==> src/rtl/ex_mul_div.sv <==
// ex_mul_div: iterative multiply/divide unit that sits beside the EX-stage ALU.
// Runs MULT/MULTU/DIV/DIVU as one radix-2 step per cycle on operand magnitudes,
// applies sign correction at the end, and presents the result on the HI/LO write port.
// While the unit is computing, it requests a pipeline stall.
module ex_mul_div #(
    parameter int WIDTH = 32
) (
    input  logic             clk,
    input  logic             rst,
    input  logic             start,
    input  logic [1:0]       op,
    input  logic [WIDTH-1:0] operand_1,
    input  logic [WIDTH-1:0] operand_2,
    input  logic             cancel,
    output logic             busy,
    output logic             stall_req,
    output logic             done,
    output logic             hilo_write_en,
    output logic [WIDTH-1:0] hi_out,
    output logic [WIDTH-1:0] lo_out,
    output logic             div_zero
);

    localparam int               CNT_W    = $clog2(WIDTH) + 1;
    localparam logic [CNT_W-1:0] CNT_LAST = CNT_W'(WIDTH - 1);

    typedef enum logic [1:0] {
        ST_IDLE   = 2'd0,
        ST_CALC   = 2'd1,
        ST_FINISH = 2'd2
    } state_t;

    // Two's-complement negation of one operand-width value.
    function automatic logic [WIDTH-1:0] neg_w(input logic [WIDTH-1:0] val);
        neg_w = (~val) + {{(WIDTH-1){1'b0}}, 1'b1};
    endfunction

    // Two's-complement negation of a double-width product.
    function automatic logic [2*WIDTH-1:0] neg_2w(input logic [2*WIDTH-1:0] val);
        neg_2w = (~val) + {{(2*WIDTH-1){1'b0}}, 1'b1};
    endfunction

    state_t               state_r;
    state_t               state_next_s;

    // Per-operation context, latched when an op is accepted
    logic [1:0]           op_r;
    logic                 sign_1_r;
    logic                 sign_2_r;
    logic [WIDTH-1:0]     mag_2_r;
    logic [2*WIDTH-1:0]   acc_r;
    logic [CNT_W-1:0]     cnt_r;

    // Sign-corrected result waiting in FINISH, and the committed HI/LO
    logic [WIDTH-1:0]     res_hi_r;
    logic [WIDTH-1:0]     res_lo_r;
    logic                 dz_r;
    logic [WIDTH-1:0]     hi_r;
    logic [WIDTH-1:0]     lo_r;

    // Input decode
    logic                 accept_s;
    logic                 div_by_zero_s;
    logic                 in_sign_1_s;
    logic                 in_sign_2_s;
    logic [WIDTH-1:0]     in_mag_1_s;
    logic [WIDTH-1:0]     in_mag_2_s;

    // Iteration step
    logic                 last_step_s;
    logic [WIDTH:0]       mul_sum_s;
    logic [WIDTH:0]       div_trial_s;
    logic [WIDTH:0]       div_diff_s;
    logic [2*WIDTH-1:0]   acc_step_s;

    // Final sign correction
    logic [WIDTH-1:0]     fin_hi_s;
    logic [WIDTH-1:0]     fin_lo_s;

    // Decode the incoming request: signs, magnitudes, acceptance and divide-by-zero
    always_comb begin
        accept_s      = (state_r == ST_IDLE) && start && !cancel;
        div_by_zero_s = op[1] && (operand_2 == {WIDTH{1'b0}});
        in_sign_1_s   = !op[0] && operand_1[WIDTH-1];
        in_sign_2_s   = !op[0] && operand_2[WIDTH-1];
        if (in_sign_1_s) begin
            in_mag_1_s = neg_w(operand_1);
        end else begin
            in_mag_1_s = operand_1;
        end
        if (in_sign_2_s) begin
            in_mag_2_s = neg_w(operand_2);
        end else begin
            in_mag_2_s = operand_2;
        end
    end

    // One radix-2 step: shift-add for multiply, restoring subtract for divide
    always_comb begin
        last_step_s = (cnt_r == CNT_LAST);
        // Multiply: acc = {partial high, remaining multiplier bits}
        if (acc_r[0]) begin
            mul_sum_s = {1'b0, acc_r[2*WIDTH-1:WIDTH]} + {1'b0, mag_2_r};
        end else begin
            mul_sum_s = {1'b0, acc_r[2*WIDTH-1:WIDTH]};
        end
        // Divide: acc = {partial remainder, remaining dividend / quotient bits}.
        // The remainder is always below the divisor, so the trial fits in WIDTH+1 bits
        // and the MSB of the difference is a clean borrow flag.
        div_trial_s = acc_r[2*WIDTH-1:WIDTH-1];
        div_diff_s  = div_trial_s - {1'b0, mag_2_r};
        if (op_r[1]) begin
            if (!div_diff_s[WIDTH]) begin
                acc_step_s = {div_diff_s[WIDTH-1:0], acc_r[WIDTH-2:0], 1'b1};
            end else begin
                acc_step_s = {div_trial_s[WIDTH-1:0], acc_r[WIDTH-2:0], 1'b0};
            end
        end else begin
            acc_step_s = {mul_sum_s, acc_r[WIDTH-1:1]};
        end
    end

    // Sign-correct the result produced by the final step
    always_comb begin
        fin_hi_s = acc_step_s[2*WIDTH-1:WIDTH];
        fin_lo_s = acc_step_s[WIDTH-1:0];
        if (op_r[1]) begin
            // Quotient takes s1^s2, remainder takes the dividend sign
            if (sign_1_r ^ sign_2_r) begin
                fin_lo_s = neg_w(acc_step_s[WIDTH-1:0]);
            end else begin
                fin_lo_s = acc_step_s[WIDTH-1:0];
            end
            if (sign_1_r) begin
                fin_hi_s = neg_w(acc_step_s[2*WIDTH-1:WIDTH]);
            end else begin
                fin_hi_s = acc_step_s[2*WIDTH-1:WIDTH];
            end
        end else begin
            if (sign_1_r ^ sign_2_r) begin
                {fin_hi_s, fin_lo_s} = neg_2w(acc_step_s);
            end else begin
                {fin_hi_s, fin_lo_s} = acc_step_s;
            end
        end
    end

    // Next-state logic for IDLE -> CALC -> FINISH -> IDLE
    always_comb begin
        state_next_s = state_r;
        case (state_r)
            ST_IDLE: begin
                if (accept_s) begin
                    if (div_by_zero_s) begin
                        state_next_s = ST_FINISH;
                    end else begin
                        state_next_s = ST_CALC;
                    end
                end else begin
                    state_next_s = ST_IDLE;
                end
            end
            ST_CALC: begin
                if (cancel) begin
                    state_next_s = ST_IDLE;
                end else if (last_step_s) begin
                    state_next_s = ST_FINISH;
                end else begin
                    state_next_s = ST_CALC;
                end
            end
            ST_FINISH: begin
                state_next_s = ST_IDLE;
            end
            default: begin
                state_next_s = ST_IDLE;
            end
        endcase
    end

    // State register
    always_ff @(posedge clk) begin
        if (rst) begin
            state_r <= ST_IDLE;
        end else begin
            state_r <= state_next_s;
        end
    end

    // Operation context, accumulator, counter and pending result
    always_ff @(posedge clk) begin
        if (rst) begin
            op_r     <= 2'b00;
            sign_1_r <= 1'b0;
            sign_2_r <= 1'b0;
            mag_2_r  <= {WIDTH{1'b0}};
            acc_r    <= {(2*WIDTH){1'b0}};
            cnt_r    <= {CNT_W{1'b0}};
            res_hi_r <= {WIDTH{1'b0}};
            res_lo_r <= {WIDTH{1'b0}};
            dz_r     <= 1'b0;
        end else begin
            case (state_r)
                ST_IDLE: begin
                    if (accept_s) begin
                        op_r     <= op;
                        sign_1_r <= in_sign_1_s;
                        sign_2_r <= in_sign_2_s;
                        mag_2_r  <= in_mag_2_s;
                        acc_r    <= {{WIDTH{1'b0}}, in_mag_1_s};
                        cnt_r    <= {CNT_W{1'b0}};
                        // Divide-by-zero skips CALC, so its result is staged right here
                        res_hi_r <= operand_1;
                        res_lo_r <= {WIDTH{1'b1}};
                        dz_r     <= div_by_zero_s;
                    end
                end
                ST_CALC: begin
                    if (!cancel) begin
                        acc_r <= acc_step_s;
                        cnt_r <= cnt_r + {{(CNT_W-1){1'b0}}, 1'b1};
                        if (last_step_s) begin
                            res_hi_r <= fin_hi_s;
                            res_lo_r <= fin_lo_s;
                            dz_r     <= 1'b0;
                        end
                    end
                end
                default: begin
                end
            endcase
        end
    end

    // Committed HI/LO: updated only by a FINISH that was not flushed
    always_ff @(posedge clk) begin
        if (rst) begin
            hi_r <= {WIDTH{1'b0}};
            lo_r <= {WIDTH{1'b0}};
        end else if ((state_r == ST_FINISH) && !cancel) begin
            hi_r <= res_hi_r;
            lo_r <= res_lo_r;
        end
    end

    // Handshake and result port; FINISH presents the staged result for its single cycle
    assign busy          = (state_r == ST_CALC) || (state_r == ST_FINISH);
    assign stall_req     = accept_s || (state_r == ST_CALC);
    assign done          = (state_r == ST_FINISH) && !cancel;
    assign hilo_write_en = done;
    assign div_zero      = done && dz_r;
    assign hi_out        = done ? res_hi_r : hi_r;
    assign lo_out        = done ? res_lo_r : lo_r;

endmodule

==> config.mk <==
export PLATFORM = sky130hd
export DESIGN_NAME = ex_mul_div
export DESIGN_NICKNAME = d
export VERILOG_FILES = /design/src/rtl/ex_mul_div.sv
export SDC_FILE = /design/constraint.sdc
export NUM_CORES = 1
export LEC_CHECK = 0
export CORE_UTILIZATION = 30
export CTS_BUF_LIST = sky130_fd_sc_hd__clkbuf_8
export DETAILED_ROUTE_END_ITERATION = 10
export PLACE_DENSITY_LB_ADDON = 0.1
export SLEW_MARGIN = 10
export SYNTH_ARGS = -nofsm -noshare
export SYNTH_HDL_FRONTEND = slang
export SYNTH_SLANG_ARGS = --single-unit
==> constraint.sdc <==
create_clock -name clk -period 5.95 [get_ports clk]
set_input_delay 1.785 -clock clk [delete_from_list [all_inputs] [get_ports clk]]
set_output_delay 1.785 -clock clk [all_outputs]
set_load 0.05 [all_outputs]
[Word level (Yosys, flattened, before mapping)]
Index checks and enable logic that the tools add are counted.
Word-level totals
  register bits: 237
  input bits: 70
  word-level logic and storage cells: 85
  output and inout port bits: 69
Operators by class
  bitwise logic cells: 6
  muxes and demuxes: 36
  equality and inequality tests: 6
  reductions and logical operators: 17
  $add $sub $neg: 8
Operators by type and width (number)
  $mux 32: 16
  $mux 64: 4
  $add 32x1->32 const B: 4
  $not 32->32: 4
  $pmux 32 s2: 2
  $pmux 64 s2: 1
  $add 64x1->64 const B: 1
  $not 64->64: 1
  $add 32x32->33: 1
  $mux 33: 1
  $sub 33x32->33: 1
  $logic_not 32->1: 1
  $mux 6: 2
  $pmux 6 s2: 1
  $mux 2: 4
  $logic_and 1x1->1: 7
  $add 6x1->6 const B: 1
  $eq 6x5->1 const B: 1
  $ne 2x2->1 const B: 3
  $pmux 2 s2: 1
  $reduce_and 4->1: 1
  $mux 1: 3
  $reduce_and 3->1: 1
  $eq 2x1->1 const B: 1
  other kinds (8): 10

[Logic depth before layout (Yosys ltp)]
Gate-level depths: netlist (run 1).
  depth in word-level cells: 10
  mapped depth: 24
  gate-level depth less buffers: 22

[Least setup slack after synthesis (run 1)]
No wires, ideal clock.
  path type: input-to-output
  start point: input port cancel
  end point: output port div_zero
  path slack: 0.814 ns
  stages: 5
  arrival time: 3.351 ns
  path buffers: 2
  path through: clkbuf_1 nand2b_1 inv_1 clkbuf_1 and2_1
Between the ends
  longest elaborated chain between the ends: 3
Ends and longest elaborated chain
  start, declared: line 14  | input logic cancel,
  $logic_not 1->1: line 249  | assign done = (state_r == ST_FINISH) && !cancel;
  $logic_and 1x1->1: line 249
  named net done: line 17  | output logic done,
  $logic_and 1x1->1: line 251  | assign div_zero = done && dz_r;
  end, declared: line 21  | output logic div_zero
The timed path passes the listed nets, and every way through them passes these cells.

[Final worst setup path (run 1)]
  start point: register mag_2_r[25]
  end point: register res_hi_r[30]
Between the ends
  longest elaborated chain between the ends: 10
  elaborated cells between the ends (all ways): 15
Ends and longest elaborated chain
  start, declared: line 50  | logic [WIDTH-1:0] mag_2_r;
  start signal, assigned: line 196  | mag_2_r <= {WIDTH{1'b0}};
  start signal, assigned: line 209  | mag_2_r <= in_mag_2_s;
  $sub 33x32->33 or $add 32x32->33 (tied branches): line 111, 103
  $mux 64 or $mux 33 (tied branches): line 113, 102
  $mux 64 *: line 112  | if (op_r[1]) begin
  $not 64->64 or $not 32->32 (tied branches): line 40, 35
  $add 64x1->64 or $add 32x1->32 (tied branches): line 40, 35
  $mux 32, on equally long branches: line 140, 134
  $mux 32 *: line 127  | if (op_r[1]) begin
  $mux 32 *: line 222  | if (last_step_s) begin
  $mux 32 *: line 219  | if (!cancel) begin
  $pmux 32 s2 *: line 203  | case (state_r)
  end signal, assigned: line 199  | res_hi_r <= {WIDTH{1'b0}};
  end signal, assigned: line 213  | res_hi_r <= operand_1;
  end signal, assigned: line 223  | res_hi_r <= fin_hi_s;
  end, declared: line 55  | logic [WIDTH-1:0] res_hi_r;
Mark *: on every way between the ends. The rest lies on a longest branch, timed or not. The select of a mux whose other input is x is not followed.
A chain may end at the register's enable or synchronous reset.

==> results of run 1 <==
==> worst max-delay path by stage <==
stage / startpoint / to / slack, ns / cells after the start
floorplan: cancel / div_zero / 0.81 / 5
global placement: operand_2[2] / dz_r / -0.07 / 13
detailed placement: operand_2[2] / state_r[1] / -0.18 / 12
CTS: mag_2_r[25] / res_hi_r[30] / 0.28 / 20
global route: mag_2_r[25] / res_hi_r[30] / 0.04 / 20
finish: mag_2_r[25] / res_hi_r[30] / 0.32 / 20
==> cells in the mapped netlist, types with 15 or more instances <==
cell,n,area (um^2)
a211oi_1,45,338
a21o_1,34,255
a21oi_1,230,1150
a22oi_1,25,188
a31oi_1,41,257
and2_1,82,513
and3_1,23,144
buf_1,17,63.8
clkbuf_1,119,447
dfxtp_1,236,4720
ha_1,72,901
inv_1,67,251
mux2i_1,51,510
nand2_1,406,1520
nand2b_1,24,150
nand3_1,30,150
nand4_1,20,125
nor2_1,213,800
nor2b_1,19,119
nor3_1,58,290
nor4_1,19,119
o211ai_1,49,368
o21a_1,15,113
o21ai_0,126,631
o31ai_1,18,135
or3_1,25,156
xnor2_1,71,622
xor2_1,64,561
==> worst max-delay path: stages, from the launching register on <==
cell	delay [ns]
dfxtp_1	0.37
inv_1	0.07
ha_1	0.45
a21oi_1	0.28
o21ai_0	0.11
a221o_1	0.39
or3_4	0.42
o211a_4	0.33
a21boi_0	0.39
ha_1	0.31
o21ai_0	0.15
nor2_1	0.19
and3_1	0.19
nand3_1	0.09
nor2_2	0.23
or2_2	0.21
o21ai_0	0.09
or4_4	0.44
nor4_2	0.39
mux2i_1	0.25
o211ai_1	0.10
==> logic make-up after synthesis <==
group                      Yosys count
muxes                               54
AOI/OAI and AO/OA                  719
adders and majority gates           74
DFF                                236
buffers and inverters              218
xor gates and xnor gates           135
and+or+nand+nor                    986
==> registers in the layout (all words and copies together), names as in the netlist <==
register / cells
sign_1_r: 1
op_r: 1
state_r: 2
lo_r: 32
hi_r: 32
mag_2_r: 32
res_lo_r: 32
acc_r: 64
sign_2_r: 1
dz_r: 1
cnt_r: 6
res_hi_r: 32
==> repair_timing <==
action,CTS,global route
resized for setup,0,2
endpoints found under the setup margin,0,2
setup buffers,0,0
==> stage by stage <==
stage | power [mW] | std cells | TNS [ns]
after floorplan | 2.36 | 2422 | 0
after global placement | 2.72 | 3216 | -0.137
after detailed placement | 2.72 | 3216 | -0.414
after CTS | 4.80 | 3304 | 0
after global routing | 4.96 | 3305 | 0
final | 4.74 | 3306 | 0
==> area by class of cell <==
| type | instances | area [um^2] |
|---|---|---|
| repair buffers | 179 | 2400 |
| clock inverters | 22 | 236 |
| multi-input cells | 1968 | 12000 |
| well taps | 765 | 957 |
| clock buffers | 66 | 908 |
| diodes | 2 | 5.00 |
| fillers | 6118 | 36300 |
| flip-flops and latches | 236 | 4730 |
| inverters | 68 | 255 |
==> power by group <==
group	internal, mW	total, mW	switching [mW]
clock network	1.21	2.04	0.828
logic	0.355	0.997	0.642
registers	1.64	1.70	0.0613
==> per-layer routing <==
layer  part of all wire  vias up  global-route usage  wire length (um)
li1                   -     8900                   -                 -
met2               0.46      495               0.379             32500
met3              0.049       83              0.0295              3440
met5                  0        -                   0                 0
met4              0.022        0              0.0610              1560
met1               0.46     8690               0.312             32500
==> run metrics, run 1 <==
area post-placement=20400 um^2; Seq cells post-synth=236; mux share of post-synthesis cell area=0.0310; root buf cell=clkbuf_8; Max Cap Viol=0; first-pass GRT wire length=106000 um; XOR/XNOR Fraction of Synth Area=0.0674; mean number of vias per cell=5.50; fin crit period=5.63 ns; design area=21500 um^2; NumNets Final=2647; Cell Rows=88; number of flops mapped to enable cells by yosys=0; Antenna Nets Post-Route=0; clock sink total=236; Clock Latency Late Sink=0.65 ns; data arrival time of the critical path=6.10 ns; skew final=0.0419 ns; Die W=244 um; Worst Tran Pin Value=1.07 ns; worst vdd ir=0.000130 V; die area=59500 um^2; layout cells sized above 1=0.0929; Syn Nets=2566; Crit Reg-Reg Endpoint=res_hi_r[30]; sequential area share after synthesis=0.269; Die H=244 um; Compound-Gate Fraction of Synth Area=0.264; hpwl dp=52400 um; Final Hold Viols=0; Worst-path clk slew=0.06 ns; largest net degree at the start of global routing=104; Distinct cells, synth=87; clk buf depth=3; fin. max-slew vios=0; HP Start=res_hi_r[6]; r2r setup slk=0.32 ns; CP endpoint kind=flop; DR iter-0 viols=1321; Reg-to-Reg Start=mag_2_r[25]; vias=18168; Initial Util=0.304; commonest non-fill, non-tap cell in the layout=nand2_1; critical path class=reg2reg; gpl congestion=0.887; endpoints failing setup=0; aggregate routed wire length=70100 um; Peak Freq=178 MHz; RSZ-0062 raised after global routing=false; number of synthesis warnings=0; # H-tree levels=2; antenna violations before repair=1; CP Launch Type=flop; largest family of logic cells by synthesized area=simple AND/OR/NAND/NOR gates; Syn Area/Cell=7.25 um^2; crit path setup slack, layout=0.321 ns; Num CTS Buffers=50; fin crit share=0.946; simple-gate share of the synthesized area=0.266; DRT Pass-1 Iters=6; # port buffers=138; status=finished, final reports clean; cells after synthesis=2422; synthesized-area fraction occupied by adder cells=0.0536; Hold Crit Depth=2; TritonCTS clock tree=built; Leakage=8.44 nW; Critical Path Fanout Max=16; number of global-route vias before repair=17070; Final Core Density=0.372; grt total ovfl=0; core area=57800 um^2; GRT Util Overall=0.229; DP Worst Slack=-0.178 ns; Hold Path Class=reg2reg; area growth from synthesis to final layout=22.7%; PD cells=220 nW/um^2; headroom to the max-slew limit=0.285; Critical Path RT=6.42 ns; ys flop type=dfxtp_1; hold-fix buffer count after cts=0; hold worst-path end=res_hi_r[6]; Fin Hold WS=0.466 ns; reg2reg path depth=20; post-synthesis instance area=17600 um^2; drc violations=0; IO Pins=139; most frequent cells in the layout=nand2_1 (406), dfxtp_1 (235), a21oi_1 (228); Async SR Flop Fraction=0; wire length per cell=21.2 um
Power figures use the tool's default switching activity.
==> run 2: changes to the inputs <==
Settings changed: ABC_AREA set to 1, CORE_UTILIZATION 30 to 50.
==> run metrics, run 2 <==
status=finished, final reports clean; most common cell in the netlist=nand2_1; worst vdd ir=0.000227 V (+75%); core area=38000 um^2 (-34%); critical path class=in2out; wire length per cell=19.0 um (-10%); mean number of vias per cell=5.64 (+2.7%); Syn Nets=3485 (+36%); Syn Area/Cell=5.83 um^2 (-19%); first-pass GRT wire length=114000 um (+7.5%); post-synthesis instance area=19500 um^2 (+11%); number of flops mapped to enable cells by yosys=0 (unchanged); hold-fix buffer count after cts=0 (unchanged); Final Hold Viols=0 (unchanged); clock sink total=236 (unchanged); Worst Tran Pin Value=1.10 ns (+0.0311 ns); largest family of logic cells by synthesized area=simple AND/OR/NAND/NOR gates; sequential area share after synthesis=0.242 (-0.0268); headroom to the max-slew limit=0.262 (-0.0225); Die W=199 um (-18%); GR peak layer=met1; Critical Path RT=4.16 ns (-2.26 ns); DR iter-0 viols=2471 (+87%); mux share of post-synthesis cell area=0 (-0.0310); crit-path cells=clkdlybuf4s50_1 > inv_1 > nand2_2 > buf_4 > o21ai_0 > inv_1 > buf_4; root buf cell=clkbuf_8; max incr delay on CP=0.54 ns (+0.09 ns); Diodes inserted=0 (-2); Cell Rows=71 (-19%); Distinct cells, synth=54 (-38%); XOR/XNOR Fraction of Synth Area=0.0274 (-0.0400); largest net degree at the start of global routing=163 (+57%); top cell family by delay on the critical path=buffers and inverters; Leakage=11.3 nW (+34%); grt total ovfl=0 (unchanged); RSZ-0062 raised after global routing=false; layout cells sized above 1=0.0960 (+0.00306); fin crit period=5.32 ns (-0.310 ns); Critical Path Fanout Max=65 (+49); PD cells=215 nW/um^2 (-2.3%); most frequent cells in the layout=nand2_1 (869), inv_1 (492), nor2_1 (357); antenna violations before repair=2 (+1); # H-tree levels=2 (unchanged); die area=39800 um^2 (-33%); GRT Util Overall=0.375 (+0.146); drc violations=0 (unchanged); met3 Use GR=0.0857 (+0.0562); Design Power=4.74 mW (about the same); Hold Path Class=reg2reg; Async SR Flop Fraction=0 (unchanged); vias=22403 (+23%); commonest non-fill, non-tap cell in the layout=nand2_1; number of global-route vias before repair=19879 (+16%); # port buffers=138 (unchanged); Peak Freq=188 MHz (+5.8%); top cell type's share of synthesized area=0.242 (-0.0268); DRT Pass-1 Iters=8 (+2); met2 usage=0.522 (+0.143); fin crit share=0.894 (-0.0521); top cells by count, synth=nand2_1 (870), inv_1 (481), nor2_1 (359); Max Cap Viol=0 (unchanged); skew final=0.0279 ns (-0.0139 ns); gpl congestion=1.01 (+14%); clk buf depth=3 (unchanged); fin. max-slew vios=0 (unchanged); IO Pins=139 (unchanged); endpoints failing setup=0 (unchanged); area growth from synthesis to final layout=13.1%; ys flop type=dfxtp_1; hpwl dp=58000 um (+11%); Setup Buffers After CTS=0 (unchanged); Largest register FFs=64 (unchanged); synthesized-area fraction occupied by adder cells=0.0483 (-0.00533); Seq cells post-synth=236 (unchanged); cells after synthesis=3341 (+38%); top cells by area, synth=dfxtp_1 (24%), nand2_1 (17%), inv_1 (9.3%); Num CTS Buffers=41 (-18%); TritonCTS clock tree=built; aggregate routed wire length=75400 um (+7.6%); data arrival time of the critical path=3.53 ns (-2.57 ns); simple-gate share of the synthesized area=0.371 (+0.105); total negative slack=0 ns (unchanged); Initial Util=0.513 (+0.209); slowest CP cell=clkdlybuf4s50_1; Post-CTS Resized=0 (unchanged); CP Launch Type=input port; M1 GR Usage=0.572 (+0.260); Die H=199 um (-18%); Buf+Inv Stages, Crit Path=5 (+4); number of synthesis warnings=0 (unchanged); Synth area leader=dfxtp_1; Clock Latency Late Sink=0.64 ns (about the same); NumNets Final=3572 (+35%); Worst-path clk slew=0.06 ns (about the same); Antenna Nets Post-Route=0 (unchanged); Compound-Gate Fraction of Synth Area=0.187 (-0.0770); Reg with most FFs=acc_r; CP endpoint kind=output pin
[run 2: cells by family (layout without fill, tap and decap cells)]
family                   Yosys count  after routing
adder cells (fa/ha/maj)           74             74
buffers and inverters            626            743
AO/OA/AOI/OAI                    665            665
XOR/XNOR                          61             61
flip-flops                       236            236
AND/OR/NAND/NOR                 1679           1679
[run 2: final timing paths]
| path | from | end | slack [ns] | cells after the start |
|---|---|---|---|---|
| setup / recovery | cancel | lo_out[10] | 0.63 | 7 |
| hold / removal | res_hi_r[4] | res_hi_r[4] | 0.47 | 2 |
| setup reg to reg | acc_r[31] | res_hi_r[14] | 1.16 | 28 |
| hold reg to reg | res_hi_r[4] | res_hi_r[4] | 0.47 | 2 |
[run 2: tightest hold or removal path, delay by kind of cell (launching register included)]
kind	cells	cell delay, ns
DFF	1	0.31
and+or+nand+nor	1	0.06
AOI/OAI and AO/OA	1	0.06
[run 2: through the flow]
| stage | instance area (um^2) | std cells | util | hold slack [ns] | setup slack (ns) |
|---|---|---|---|---|---|
| finish | 22000 | 3969 | 0.580 | 0.468 | 0.631 |
| global route | 22000 | 3969 | 0.580 | 0.486 | 0.508 |
| CTS | 22000 | 3969 | 0.580 | 0.469 | 0.672 |
| detailed placement | 21200 | 3896 | 0.557 | 0.458 | 0.677 |
| global placement | 21200 | 3896 | 0.557 | 0.453 | 0.788 |
| floorplan | 19500 | 3341 | - | 0.442 | 0.997 |
[run 2: layer usage]
| layer | share of wire | wire length (um) |
|---|---|---|
| met5 | 0 | 0 |
| met4 | 0.022 | 1690 |
| met3 | 0.12 | 8750 |
| met2 | 0.39 | 29400 |
| met1 | 0.47 | 35600 |
[run 2: cell type report]
type                       instances  area [um^2]
fill                            3880        16000
multi-input combinational       2479        12400
sequential                       236         4730
inverter                         491         1850
timing repair buffer             179         1580
clock buffer                      47          647
tap                              511          639
clock inverter                    26          241
[run 2: where the power goes]
part | switching, mW | leakage, nW | internal, mW
Sequential | 0.0780 | 1.92 | 1.65
Clock | 0.761 | 0.501 | 0.907
Combinational | 0.934 | 8.92 | 0.409
Total | 1.77 | 11.3 | 2.96
==> run 3: changes to the inputs <==
--- a/config.mk
+++ b/config.mk
@@ -10,4 +10,5 @@
 export CTS_BUF_LIST = sky130_fd_sc_hd__clkbuf_8
 export DETAILED_ROUTE_END_ITERATION = 10
+export MAX_ROUTING_LAYER = met4
 export PLACE_DENSITY_LB_ADDON = 0.1
 export SLEW_MARGIN = 10
==> constraint.sdc (replaced) <==
create_clock -name clk -period 5.95 [get_ports clk]
set_input_delay 0.595 -clock clk [delete_from_list [all_inputs] [get_ports clk]]
set_output_delay 0.595 -clock clk [all_outputs]
set_load 0.05 [all_outputs]
==> run metrics, run 3 (synthesis results as in run 2) <==
status=finished, final reports clean; area growth from synthesis to final layout=13.4%; largest net degree at the start of global routing=82 (-50%); Register Area=4730 um^2 (unchanged); PD cells=214 nW/um^2 (-0.57%); hpwl dp=60600 um (+4.4%); GRT Util Overall=0.402 (+0.0271); RSZ-0062 raised after global routing=false; Max Cap Viol=0 (unchanged); Setup Buffers After CTS=0 (unchanged); Clock Latency Late Sink=0.63 ns (about the same); number of global-route vias before repair=20472 (+3.0%); fin. max-slew vios=0 (unchanged); Reg with most FFs=acc_r; most frequent cells in the layout=nand2_1 (869), inv_1 (490), nor2_1 (357); Routed met1 length=35500 um (-0.28%); area post-placement=21200 um^2 (+0.19%); Post-CTS Resized=0 (unchanged); skew final=0.0319 ns (+0.00400 ns); Critical Path Fanout Max=35 (-46%); Die H=199 um (unchanged); data arrival time of the critical path=5.20 ns (+1.67 ns); Reg-to-Reg Start=acc_r[31]; area of the multi-input gates=12400 um^2 (unchanged); CP Launch Type=flop; Leakage=11.2 nW (-1.7%); hold-fix buffer count after cts=0 (unchanged); DR iter-0 viols=3037 (+23%); # port buffers=138 (unchanged); die area=39800 um^2 (unchanged); Antenna Nets Post-Route=0 (unchanged); Peak Freq=211 MHz (+12%); HP Start=rst; Hold Crit Depth=2 (unchanged); max incr delay on CP=0.40 ns (-0.14 ns); Hold Path Class=in2reg; first-pass GRT wire length=118000 um (+3.3%); Reg power frac=0.362 (-0.003); root buf cell=clkbuf_8; Worst Tran Pin Value=1.22 ns (+0.115 ns); TritonCTS clock tree=built; NumNets Final=3566 (-0.17%); wire length per cell=19.8 um (+4.2%); Cell Rows=71 (unchanged); Final Hold Viols=0 (unchanged); critical path class=reg2reg; endpoints failing setup=0 (unchanged); Largest register FFs=64 (unchanged); Worst Setup SP=acc_r[31]; clock sink total=236 (unchanged); reg2reg path depth=29 (+3.6%); most used cell along the critical path=nand2_1; Num CTS Buffers=44 (+7.3%); vias=23022 (+2.8%); headroom to the max-slew limit=0.177 (-0.0853); IO Pins=139 (unchanged); Worst-path clk slew=0.06 ns (about the same); mean number of vias per cell=5.81 (+2.9%); Die W=199 um (unchanged); P_int=2.94 mW (-0.70%); CP endpoint kind=flop; gpl congestion=1.05 (+4.3%); worst vdd ir=0.000219 V (-3.5%); Initial Util=0.513 (unchanged); fin crit period=4.73 ns (-0.585 ns); slowest CP cell=fa_1; hold worst-path end=hi_r[18]; clock share of power=0.347 (-0.005); switching power=1.78 mW (+0.22%); DRT Pass-1 Iters=8 (unchanged); Critical Path RT=6.42 ns (+2.26 ns); clk buf depth=3 (unchanged); design area=22100 um^2 (+0.21%); grt total ovfl=0 (unchanged); DR WL met3=10500 um (+20%); r2r setup slk=1.22 ns (+0.06 ns); fin crit share=0.796 (-0.0984); commonest non-fill, non-tap cell in the layout=nand2_1; number of fill cells=3903 (+0.59%); Gate power share=0.292 (+0.009); antenna violations before repair=1 (-1); drc violations=0 (unchanged); metal2 WL=30500 um (+3.8%); layout cells sized above 1=0.0751 (-0.0210); Switching Fraction=0.376 (+0.00217); aggregate routed wire length=78500 um (+4.1%); uppermost layer routed=met4; # H-tree levels=2 (unchanged); Crit Reg-Reg Endpoint=res_hi_r[16]; core area=38000 um^2 (unchanged); total negative slack=0 ns (unchanged)
==> run 3: cell types whose count changed in the layout (fill, tap and decap cells not counted), moves of 2 or more <==
cell | previous run | this run
diode_2 | 0 | 2
clkbuf_8 | 47 | 56
clkdlybuf4s50_1 | 69 | 137
buf_12 | 5 | 0
inv_1 | 492 | 490
bufinv_16 | 4 | 1
buf_4 | 105 | 33
==> run 3: worst max-delay path by stage <==
stage | to | slack, ns | depth (start not counted)
after floorplan | res_hi_r[10] | 2.18 | 34
after global placement | res_hi_r[8] | 1.51 | 28
after detailed placement | res_hi_r[16] | 1.37 | 29
after CTS | res_hi_r[16] | 1.35 | 29
after global routing | res_hi_r[16] | 0.79 | 30
final | res_hi_r[16] | 1.22 | 29
==> run 3: layout make-up <==
| class | instances | area share |
|---|---|---|
| clock buffers | 56 | 0.0349 |
| repair buffers | 170 | 0.0733 |
| inverters | 491 | 0.0835 |
| diodes | 2 | 0.000227 |
| well taps | 511 | 0.0289 |
| flip-flops and latches | 236 | 0.214 |
| multi-input cells | 2479 | 0.560 |
| clock inverters | 19 | 0.00538 |
==> run 3: through the flow <==
step,std cells,total power [mW],hold WS [ns],worst slack [ns],util
global route,3963,4.93,0.370,0.787,0.581
CTS,3962,4.67,0.345,1.35,0.581
detailed placement,3887,3.05,0.456,1.37,0.558
floorplan,3341,2.62,0.442,2.18,-
finish,3964,4.72,0.367,1.22,0.581
global placement,3887,3.04,0.453,1.51,0.558
==> run 3: critical path: cells and delay by family (launching register included) <==
family                     cells  cell delay (ns)
DFF                            1             0.32
buffers and inverters          2             0.15
and+or+nand+nor               20             2.69
AOI/OAI and AO/OA              4             0.62
adders and majority gates      3             0.76
==> run 3: per-layer routing <==
layer,global-route usage,vias up
li1,-,10910
met1,0.591,10557
met2,0.535,1414
met3,0.0949,141
met4,0.115,0
met5,-,-
==> run 3: power groups by stage <==
stage	clock [mW]	combinational [mW]	sequential (mW)
4_1_cts	1.64	1.32	1.70
2_1_floorplan	0	0.910	1.71
3_5_place_dp	0	1.32	1.74
6_report	1.64	1.38	1.71
3_3_place_gp	0	1.31	1.73
5_1_grt	1.72	1.50	1.71
